[config.mk]
export PLATFORM = sky130hd
export DESIGN_NAME = unit_jump_resolve
export DESIGN_NICKNAME = d
export VERILOG_FILES = /design/src/rtl/unit_jump_resolve.sv
export SDC_FILE = /design/constraint.sdc
export NUM_CORES = 1
export LEC_CHECK = 0
export ABC_AREA = 1
export BUFFER_PORTS_ARGS = -buffer_cell sky130_fd_sc_hd__buf_2
export CORE_ASPECT_RATIO = 0.6
export CORE_MARGIN = 8
export CORE_UTILIZATION = 55
export CTS_BUF_LIST = sky130_fd_sc_hd__clkbuf_8
export DETAILED_ROUTE_END_ITERATION = 7
export GPL_TIMING_DRIVEN = 0
export PLACE_DENSITY = 0.83
export SKIP_CTS_REPAIR_TIMING = 1
export SLEW_MARGIN = 20
export SYNTH_ARGS = -nofsm -noshare
export SYNTH_HDL_FRONTEND = slang
export SYNTH_SLANG_ARGS = --single-unit
[constraint.sdc]
create_clock -name clk_in -period 2 [get_ports clk_in]
set_clock_uncertainty 0.1 [all_clocks]
set_input_delay 0.3 -clock clk_in [delete_from_list [all_inputs] [get_ports clk_in]]
set_output_delay 0.3 -clock clk_in [all_outputs]
set_load 0.01 [all_outputs]
[src/rtl/unit_jump_resolve.sv]
// Purpose : registered branch/jump resolution; checks the fetch prediction and raises a redirect to IF.
// Latency : 1 cycle from accept to redirValid_out / misalign_out; the RAS top updates on the same edge.
// Backpr. : single-entry redirect; ready_out drops while a redirect waits and redirReady_in is low.
//
// Ports:
//   clk_in, rstN_in             clock (rising edge), asynchronous active-low reset
//   flush_in                    kills the op being offered and any pending redirect
//   valid_in / ready_out        op handshake from ID
//   jumpOp_in                   one-hot {IJ, J, B}; 000 = not a transfer
//   brFunct3_in                 branch condition select
//   srcA_in, srcB_in, imm_in,   operands, immediate and op PC
//   pc_in
//   rdIdx_in, rs1Idx_in         register indices, used for call/return detection
//   predTaken_in, predAddr_in   prediction made by IF
//   redirValid_out / redirReady_in, redirAddr_out   redirect handshake to IF
//   misalign_out                one-cycle pulse on a misaligned taken target
//   rasValid_out, rasTop_out    return-address stack state
// Optional feature: RVX_JUMP_RAS_EN enables the return-address stack.
module unit_jump_resolve #(
  parameter int XLEN      = 32,
  parameter int IALIGN    = 32,
  parameter int RAS_DEPTH = 4
) (
  input  logic            clk_in,
  input  logic            rstN_in,
  input  logic            flush_in,
  input  logic            valid_in,
  output logic            ready_out,
  input  logic [2:0]      jumpOp_in,
  input  logic [2:0]      brFunct3_in,
  input  logic [XLEN-1:0] srcA_in,
  input  logic [XLEN-1:0] srcB_in,
  input  logic [XLEN-1:0] imm_in,
  input  logic [XLEN-1:0] pc_in,
  input  logic [4:0]      rdIdx_in,
  input  logic [4:0]      rs1Idx_in,
  input  logic            predTaken_in,
  input  logic [XLEN-1:0] predAddr_in,
  output logic            redirValid_out,
  output logic [XLEN-1:0] redirAddr_out,
  input  logic            redirReady_in,
  output logic            misalign_out,
  output logic            rasValid_out,
  output logic [XLEN-1:0] rasTop_out
);

  localparam logic [0:0] ST_IDLE = 1'b0;
  localparam logic [0:0] ST_PEND = 1'b1;

  logic [0:0]      state;
  logic [XLEN-1:0] redir_addr_q;
  logic            misalign_q;

  logic            is_b, is_j, is_ij;
  logic            cond, taken, mispredict, misalign_hit, accept;
  logic [XLEN-1:0] sum_ij, target, fall_pc, next_pc;

  assign is_b  = jumpOp_in[0];
  assign is_j  = jumpOp_in[1];
  assign is_ij = jumpOp_in[2];

  always_comb begin
    cond = 1'b0;
    case (brFunct3_in)
      3'b000:  cond = (srcA_in == srcB_in);
      3'b001:  cond = (srcA_in != srcB_in);
      3'b100:  cond = ($signed(srcA_in) <  $signed(srcB_in));
      3'b101:  cond = ($signed(srcA_in) >= $signed(srcB_in));
      3'b110:  cond = (srcA_in <  srcB_in);
      3'b111:  cond = (srcA_in >= srcB_in);
      default: cond = 1'b0;
    endcase
  end

  assign sum_ij  = srcA_in + imm_in;
  assign target  = is_ij ? {sum_ij[XLEN-1:1], 1'b0} : (pc_in + imm_in);
  assign fall_pc = pc_in + XLEN'(4);
  assign taken   = is_j | is_ij | (is_b & cond);
  assign next_pc = taken ? target : fall_pc;

  assign mispredict = (taken != predTaken_in) | (taken & (target != predAddr_in));
  // With 16-bit alignment bit0 is already forced low, so nothing can be misaligned.
  assign misalign_hit = (IALIGN == 32) && taken && target[1];

  assign ready_out = (state == ST_IDLE) | redirReady_in;
  assign accept    = valid_in & ready_out & ~flush_in & (|jumpOp_in);

  // A new accept while pending is only possible with redirReady_in high,
  // so loading a fresh redirect replaces the one IF is taking this cycle.
  always_ff @(posedge clk_in or negedge rstN_in) begin
    if (!rstN_in) begin
      state        <= ST_IDLE;
      redir_addr_q <= '0;
      misalign_q   <= 1'b0;
    end else if (flush_in) begin
      state      <= ST_IDLE;
      misalign_q <= 1'b0;
    end else begin
      misalign_q <= accept & misalign_hit;
      if (accept & ~misalign_hit & mispredict) begin
        state        <= ST_PEND;
        redir_addr_q <= next_pc;
      end else if (redirReady_in) begin
        state <= ST_IDLE;
      end
    end
  end

  assign redirValid_out = (state == ST_PEND);
  assign redirAddr_out  = redir_addr_q;
  assign misalign_out   = misalign_q;

`ifdef RVX_JUMP_RAS_EN
  localparam int PW = (RAS_DEPTH > 1) ? $clog2(RAS_DEPTH) : 1;
  localparam int CW = PW + 1;

  logic [XLEN-1:0] ras_mem [RAS_DEPTH];
  logic [PW-1:0]   ras_ptr;
  logic [CW-1:0]   ras_cnt;
  logic            ras_push, ras_pop, ras_replace, ras_do_push, ras_do_pop;

  function automatic logic is_link(input logic [4:0] idx);
    return (idx == 5'd1) || (idx == 5'd5);
  endfunction

  assign ras_push = accept & (is_j | is_ij) & is_link(rdIdx_in);
  assign ras_pop  = accept & is_ij & is_link(rs1Idx_in) & ~is_link(rdIdx_in);

  // Push+pop on a non-empty stack rewrites the top in place; on an empty
  // stack the pop is a no-op so it degenerates to a plain push.
  assign ras_replace = ras_push & ras_pop & (ras_cnt != '0);
  assign ras_do_push = ras_push & ~ras_replace;
  assign ras_do_pop  = ras_pop & ~ras_push & (ras_cnt != '0);

  // Circular pointer: pushing when full overwrites the oldest slot.
  always_ff @(posedge clk_in or negedge rstN_in) begin
    if (!rstN_in) begin
      ras_ptr <= '0;
      ras_cnt <= '0;
    end else if (ras_do_push) begin
      ras_ptr <= ras_ptr + PW'(1);
      if (ras_cnt != CW'(RAS_DEPTH)) ras_cnt <= ras_cnt + CW'(1);
    end else if (ras_do_pop) begin
      ras_ptr <= ras_ptr - PW'(1);
      ras_cnt <= ras_cnt - CW'(1);
    end
  end

  always_ff @(posedge clk_in) begin
    if (ras_replace)      ras_mem[ras_ptr]          <= fall_pc;
    else if (ras_do_push) ras_mem[ras_ptr + PW'(1)] <= fall_pc;
  end

  assign rasValid_out = (ras_cnt != '0);
  assign rasTop_out   = rasValid_out ? ras_mem[ras_ptr] : '0;
`else
  logic        unused_ras_idx;
  logic [31:0] unused_ras_depth;
  assign unused_ras_idx   = ^{rdIdx_in, rs1Idx_in};
  assign unused_ras_depth = RAS_DEPTH;
  assign rasValid_out     = 1'b0;
  assign rasTop_out       = '0;
`endif

endmodule

# Word-level counts from Yosys, hierarchy flattened
# Cells that the tools add are included.
[totals] ff_bits=34 input_bits=182 output_inout_bits=68 word_cells=46
[op_classes] addsub=3 order_cmp=4 eq_ne=9 muxes=7 n_bitwise=15 n_reduce_logical=5
[op_table] op="adder 32 bit" count=2
[op_table] op=">= comparator 32 bit" count=2
[op_table] op="less-than comparator 32 bit" count=2
[op_table] op="two-way mux 32 bit" count=2
[op_table] op="inequality test 32 bit" count=2
[op_table] op="adder 32 x 3 -> 32 bit, second input constant" count=1
[op_table] op="equality test 32 bit" count=1
[op_table] op="equality test 3 bit, second input constant" count=4
[op_table] op="AND 1 bit" count=8
[op_table] op="case mux 1 bit (6 select lines)" count=1
[op_table] op="two-way mux 1 bit" count=4
[op_table] op="OR 1 bit" count=4
[op_table] op="equality test 3 x 1 -> 1 bit, second input constant" count=1
[op_table] op="zero test 3 bit" count=1
[op_table] op="NOT 1 bit" count=3
[op_table] op="nonzero test 3 bit" count=1
[op_table] op="OR reduction 3 bit" count=1
[op_table] op="AND reduction 2 bit" count=1
[op_table] op="logical AND 1 bit" count=1
[op_table] op="inequality test 1 bit" count=1

# Depth between registers and ports, before layout
# Gate-level depths: netlist of the first run.
[logic_depth] depth_word=10 mapped_depth=26 ltp_nobuf=25

# Least setup slack after synthesis of the first run
# OpenSTA, ideal clock, no wires.
[synth_path] kind="input to register" start="input port imm_in[0]" end="register redir_addr_q[10], in the netlist redirAddr_out[10]" setup_ns=0.117 t_arrival_ns=2.551 required_ns=1.783 slack_ns=-0.768 stages=20 path_buffers=1 path_cell_list="ha_1 > fa_1 > nand3_1 > nand3_1 > or2_2 > nand3_1 > nand2_1 > nand2_1 > nand2_1 > nor2_1 > nand3_1 > nor2_1 > nand3_1 > nor2_1 > nand2_1 > nor2_1 > nand2_2 > clkbuf_1 > nand3_1 > nand2_1"
[synth_via] elab_chain_cells=7 elab_cells_between_ends=12 classes_between="add/sub (2); eq/ne (1); mux (2); bitwise (5); reduce/logical (2)"
[synth_rtl] element="from (decl)" line_no="33" text="input logic [XLEN-1:0] imm_in,"
[synth_rtl] element="adder 32 bit, on equally long branches" line_no="76, 75"
[synth_rtl] element="two-way mux 32 bit (*)" line_no="76" text="assign target = is_ij ? {sum_ij[XLEN-1:1], 1'b0} : (pc_in + imm_in);"
[synth_rtl] element="inequality test 32 bit / logical AND 1 bit (equally long branches)" line_no="81, 83"
[synth_rtl] element="AND 1 bit / NOT 1 bit (equally long branches)" line_no="81, 100"
[synth_rtl] element="OR 1 bit / AND 1 bit (equally long branches)" line_no="81, 100"
[synth_rtl] element="AND 1 bit" line_no="100" text="if (accept & ~misalign_hit & mispredict) begin"
[synth_rtl] element="AND reduction 2 bit (no source line)"
[synth_rtl] element="to (signal assigned)" line_no="102" text="redir_addr_q <= next_pc;"
[synth_rtl] element="to (decl)" line_no="51" text="logic [XLEN-1:0] redir_addr_q;"
# Mark *: on every way between the ends. The rest lies on a longest branch, timed or not.
# A chain may end at the register's enable or synchronous reset.

# Worst setup path after layout of the first run
[layout_path] start="input port imm_in[10]" end="register redir_addr_q[13], in the netlist redirAddr_out[13]"
[layout_via] elab_chain_cells=7 elab_cells_between_ends=9 classes_between="add/sub (2); eq/ne (1); mux (2); bitwise (3); reduce/logical (1)"
[layout_rtl] element="adder 32 bit, on equally long branches" line_no="76, 75"
[layout_rtl] element="two-way mux 32 bit (*)" line_no="76"
[layout_rtl] element="inequality test 32 bit" line_no="81" text="assign mispredict = (taken != predTaken_in) | (taken & (target != predAddr_in));"
[layout_rtl] element="AND 1 bit" line_no="81"
[layout_rtl] element="OR 1 bit" line_no="81"
[layout_rtl] element="AND 1 bit" line_no="100"
[layout_rtl] element="AND reduction 2 bit (no source line)"
# Marks and branches as above.

==> impl_metrics.json, run 1 <==
{
  "drive_above_1_share_pct": 26.2,
  "crit_arrival_ns": 3.04,
  "cts_tree": "yes",
  "overflow": 0,
  "crit_path_start_kind": "primary input",
  "worst_setup_path_end_kind": "flop",
  "fmax_mhz": 338,
  "dieHeight_um": 115,
  "synth_area_leaders": "nand2_1 (25%), nand3_1 (14%), ha_1 (13%)",
  "synth_enable_flop_cells": 0,
  "post_drt_wl_per_cell_um": 18.6,
  "via_per_inst": 5.73,
  "coreArea_um2": 16200,
  "nNetsFinal": 2255,
  "stdcell_count": 2191,
  "status": "finished with violations",
  "grt_pass1_wl_um": 55900,
  "finalCritPeriodShare_pct": 148,
  "p_leak_nw": 6.95,
  "crit_fanout": 10,
  "post-synth-top-count-cell": "nand2_1",
  "h-tree-depth": 2,
  "r2r_cells": 8,
  "globalplace.congestion": 0.982,
  "finalHoldViolCount": 34,
  "crit_required_ns": 2.08,
  "ios": 250,
  "worstMarginPinSlew_ns": 0.721,
  "wirelength_um": 40700,
  "cap_violations": 0,
  "netlist_area_um2": 9060,
  "worstReg2RegStart": "redirValid_out",
  "power_density_nw_per_um2": 448,
  "drc_errors": 0,
  "relSlewSlack_pct": 52.0,
  "hp-class": "primary input to async pin",
  "yosysSeqAreaShare_pct": 9.39,
  "synth_common_cells": "nand2_1 (613), inv_1 (271), nand3_1 (254), nor2_1 (132), ha_1 (94)",
  "io_buffers": 206,
  "cts_buffer_depth": 2,
  "yosys_register_bits": 34,
  "maxSlewViolCount": 0,
  "clock_latency_ns": 0.28,
  "rsz0062_at_grt": "yes",
  "synth_cell_types": 40,
  "drt_first_iter_violations": 1605,
  "async_reset_ff_share_pct": 100,
  "first_pass_iters": 6,
  "fin_hold_ws_ns": -0.0459,
  "syn_inst": 1713,
  "path_clk_slew_ns": 0.08,
  "num_vias": 12600,
  "dieArea_um2": 21000,
  "rows": 36,
  "grt_max_degree": 35,
  "cts_sinks": 34,
  "yosys_warnings": 0,
  "antenna_found_initial": 1,
  "grt_pass1_vias": 10800,
  "period_needed_ns": 2.96,
  "die_w_um": 182,
  "syn_area_per_cell_um2": 5.29,
  "grt_use_total_pct": 33.6,
  "synth_ff_type": "dfrtp_1",
  "yosys.area.top_type_share_pct": 25.4,
  "cts-root-buf": "clkbuf_8",
  "yosysTopAreaCell": "nand2_1",
  "peakVddDrop_uv": 321,
  "final-setup-viol-count": 34,
  "tns_ns": -30.28,
  "violations": "negative hold slack, negative setup slack",
  "ant_nets": 0,
  "cp-startpoint": "imm_in[10]",
  "dp.cells": 2160,
  "fin_ws_ns": -0.961,
  "area_growth_syn_to_layout_pct": 33.8,
  "regToRegSetupSlack_ns": 0.06,
  "cts_buffers": 5,
  "final_util_pct": 75.0,
  "start_util_pct": 56.1,
  "criticalPathCategory": "primary input to flop",
  "hpwlAfterDp_um": 32300
}
cell type report:
type | instances | area [um^2]
clock buffer | 6 | 82.6
tap | 209 | 262
multi-input combinational | 1378 | 8170
antenna | 4 | 10.0
timing repair buffer | 225 | 1270
sequential | 34 | 851
buffer | 56 | 428
inverter | 277 | 1040
clock inverter | 2 | 12.5
fill | 1312 | 4050
power by group:
part / switching, mW / total [mW] / internal [mW]
clock network: 0.264 / 0.541 / 0.277
registers: 0.147 / 1.05 / 0.901
logic: 2.42 / 3.84 / 1.42
through the flow:
| step | power [mW] | cell area (um^2) | worst slack [ns] | hold slack [ns] |
|---|---|---|---|---|
| final | 5.43 | 12100 | -0.961 | -0.0459 |
| after global routing | 5.80 | 12100 | -1.04 | 0.0224 |
| after CTS | 4.69 | 10700 | -1.24 | -0.0232 |
| after detailed placement | 4.17 | 10600 | -1.53 | 0.277 |
| after global placement | 4.08 | 10600 | -1.50 | 0.278 |
| after floorplan | 3.05 | 9290 | -0.676 | -0.0956 |
cells in the final DEF, fill, tap and decap left out, drive strengths merged, types with 3 or more instances in the layout:
cell type / instances
a21oi: 67
and2: 3
buf: 270
clkbuf: 17
clkinv: 3
conb: 33
dfrtp: 34
diode: 4
ha: 94
inv: 275
nand2: 620
nand3: 255
nand3b: 15
nand4: 19
nor2: 135
nor3: 28
nor3b: 3
nor4: 7
o21a: 3
o21ai: 42
o21bai: 9
or2: 6
xnor2: 5
xor2: 24
per-layer routing:
layer | global-route usage, % | wire length, um | part of all wire, %
met5 | 0 | 15 | 0.037
met4 | 6.14 | 1160 | 2.8
met3 | 8.42 | 6140 | 15
met2 | 48.8 | 16500 | 40
met1 | 49.2 | 16900 | 42
worst max-delay path, stage by stage:
cell      delay [ns]
buf_2           0.14
ha_1            0.39
nand2_2         0.17
inv_1           0.10
a21oi_4         0.20
nand3_2         0.16
a21oi_2         0.24
or2_1           0.13
nand3_1         0.12
nand3_1         0.13
nand2_1         0.06
nor2_1          0.12
nand3_1         0.10
nor2_2          0.16
nand2_4         0.15
clkbuf_8        0.19
nand3_1         0.09
nand2_1         0.09
registers in the layout (all words and copies together) (netlist names):
name            count
redirAddr_out      32
misalign_out        1
redirValid_out      1
worst paths after layout:
path,endpoint
hold reg to reg,redirAddr_out[17]
max in group asynchronous,redirAddr_out[10]
min in group clk_in,redirValid_out
setup reg to reg,redirAddr_out[13]
hold / removal,redirAddr_out[13]
setup / recovery,redirAddr_out[13]
logic make-up (layout without fill, tap and decap cells):
family / after synthesis / count (layout) / share of synthesized area, %
AO/OA/AOI/OAI: 128 / 128 / 7.62
XOR/XNOR: 29 / 29 / 2.80
adder cells (fa/ha/maj): 96 / 96 / 13.4
buffers and inverters: 333 / 566 / 15.4
flip-flops: 34 / 34 / 9.39
other: 1 / 37 / 0.0414
AND/OR/NAND/NOR: 1092 / 1092 / 51.3
(Power assumes the default switching activity.)
==> inputs of run 2 (changes only) <==
Settings changed: ABC_AREA 1 to default, PLACE_DENSITY 0.83 to default, PLACE_DENSITY_LB_ADDON from default to 0.12.
==> impl_metrics.json, run 2 <==
{
  "relSlewSlack_pct": 45.8,
  "crit_required_ns": 2.09,
  "crit_path_start_kind": "primary input",
  "switching_share_pct": 49.2,
  "largest_reg_flops": 32,
  "crit_fanout": 8,
  "clockPowerShare_pct": 11.9,
  "globalplace.congestion": 0.988,
  "coreArea_um2": 16300,
  "fin_ws_ns": -2.18,
  "antenna_found_initial": 2,
  "maxSlewViolCount": 0,
  "crit_slowest_cell": "nor4_4",
  "final-setup-viol-count": 34,
  "finalInstanceArea_um2": 11300,
  "yosys_register_bits": 34,
  "async_reset_ff_share_pct": 100,
  "power_density_nw_per_um2": 518,
  "num_vias": 11200,
  "syn_inst": 1271,
  "mostFrequentLayoutCells": "buf_2 (224), nand2_1 (162), ha_1 (92)",
  "synth_cell_types": 85,
  "post_drt_wl_per_cell_um": 21.3,
  "criticalPathCategory": "primary input to flop",
  "crit_chain": "buf_8 > ha_4 > fa_2 > a21o_1 > a221o_1 > buf_6 > a22oi_2 > a31oi_4 > mux2i_2 > nor4_4 > xnor2_1 > a2111oi_2 > and4b_1 > buf_6 > and4_4 > buf_12 > clkbuf_16 > o211ai_2",
  "cap_violations": 0,
  "placed_area_um2": 10700,
  "grt_pass1_wl_um": 54500,
  "fmax_mhz": 239,
  "wirelength_um": 37400,
  "cp_top_family": "compound AO/OA/AOI/OAI gates",
  "max_stage_delay_ns": 0.40,
  "clock_latency_ns": 0.31,
  "hp-class": "primary input to async pin",
  "drc_errors": 0,
  "die_w_um": 183,
  "area_growth_syn_to_layout_pct": 22.4,
  "ios": 250,
  "register_area_um2": 851,
  "fin_hold_ws_ns": -0.0270,
  "p_leak_nw": 5.29,
  "grt_max_degree": 35,
  "report.power.total_mw": 5.84,
  "first_pass_iters": 6,
  "worstMarginPinSlew_ns": 0.813,
  "n_fill_cell": 1518,
  "grt_pass1_vias": 9908,
  "preCtsSetupSlack_ns": -3.20,
  "netlist_area_um2": 9220,
  "via_per_inst": 6.34,
  "synth_common_cells": "nand2_1 (162), ha_1 (94), a21oi_1 (88), nor2_1 (75), nand4_1 (66)",
  "cts_tree": "yes",
  "cts_buffer_depth": 2,
  "nNetsFinal": 1807,
  "yosysTopAreaCell": "ha_1",
  "cts_buffers": 5,
  "dieHeight_um": 116,
  "synth_enable_flop_cells": 0,
  "combPwrFrac_pct": 68.8,
  "peakVddDrop_uv": 477,
  "yosysSeqAreaShare_pct": 9.23,
  "io_buffers": 205,
  "status": "finished with violations",
  "overflow": 0,
  "path_clk_slew_ns": 0.09,
  "h-tree-depth": 2,
  "cts_sinks": 34,
  "intPower_mw": 2.97,
  "path_buf_inv": 5,
  "violations": "negative hold slack, negative setup slack",
  "crit_arrival_ns": 4.27,
  "cts-root-buf": "clkbuf_8",
  "yosys.area.top_type_share_pct": 12.8,
  "syn_area_per_cell_um2": 7.25,
  "synth_area_leaders": "ha_1 (13%), dfrtp_1 (9.2%), nand2_1 (6.6%)",
  "multi_input_area_um2": 7870,
  "p_seq_share_pct": 19.2,
  "yosys_warnings": 0,
  "synth_ff_type": "dfrtp_1",
  "worst_setup_path_end_kind": "flop",
  "finalHoldViolCount": 34,
  "ant_nets": 0,
  "post-synth-top-count-cell": "nand2_1",
  "dieArea_um2": 21300,
  "rsz0062_at_grt": "yes",
  "drt_first_iter_violations": 1701,
  "period_needed_ns": 4.18,
  "crit_path_frequent_cell": "buf_6",
  "drive_above_1_share_pct": 25.4,
  "rows": 36,
  "grt_use_total_pct": 32.5,
  "finalCritPeriodShare_pct": 209,
  "final_common_cell": "buf_2",
  "tns_ns": -71.34,
  "hpwlAfterDp_um": 30900,
  "power_switching_mw": 2.88,
  "start_util_pct": 56.5
}
==> run 2: layer usage <==
layer | share of wire, % | GRT usage, % | vias to the layer above
li1 | - | - | 5206
met1 | 44 | 48.3 | 5178
met2 | 40 | 45.6 | 735
met3 | 15 | 9.69 | 47
met4 | 1.3 | 4.80 | 4
met5 | 0.061 | 0 | -
==> run 2: cells by family (layout without fill, tap and decap cells) <==
| kind of cell | Yosys count | in the layout | share of synthesized area [%] |
|---|---|---|---|
| flip-flops | 34 | 34 | 9.23 |
| multiplexers | 22 | 22 | 2.43 |
| buffers and inverters | 165 | 392 | 9.12 |
| adder cells (fa/ha/maj) | 96 | 96 | 13.2 |
| AO/OA/AOI/OAI | 355 | 355 | 27.9 |
| other | 1 | 37 | 0.0407 |
| AND/OR/NAND/NOR | 492 | 492 | 27.4 |
| XOR/XNOR | 106 | 106 | 10.7 |
==> run 2: power groups by stage <==
| stage | clock network, mW | logic, mW | registers, mW |
|---|---|---|---|
| 3_5_place_dp | 0 | 3.73 | 1.12 |
| 3_3_place_gp | 0 | 3.68 | 1.12 |
| 2_1_floorplan | 0 | 2.39 | 1.21 |
| 5_1_grt | 0.734 | 4.32 | 1.16 |
| 4_1_cts | 0.688 | 3.76 | 1.11 |
| 6_report | 0.697 | 4.02 | 1.12 |
==> run 2: area by class of cell <==
type,count,area share [%]
Timing Repair Buffer,221,11.0
Antenna cell,4,0.0887
Multi-Input combinational cell,1104,69.8
Buffer,113,6.42
Tap cell,228,2.53
Clock buffer,5,0.610
Inverter,50,1.66
Sequential cell,34,7.54
Clock inverter,3,0.399
==> run 2: final timing paths <==
check	start	end	slack, ns	depth (start not counted)
max	pc_in[0]	redirAddr_out[3]	-2.18	18
min	rstN_in	redirAddr_out[28]	-0.03	1
max reg2reg	redirValid_out	redirAddr_out[19]	-0.21	6
min reg2reg	redirAddr_out[29]	redirAddr_out[29]	0.43	2
max in group asynchronous	rstN_in	redirAddr_out[7]	1.31	1
min in group clk_in	flush_in	redirValid_out	0.08	2
==> run 2: per-stage QoR <==
stage / cells / utilization (%)
after CTS: 1744 / 66.1
after global placement: 1736 / 65.4
after detailed placement: 1736 / 65.4
final: 1762 / 69.2
after floorplan: 1303 / -
after global routing: 1758 / 69.1
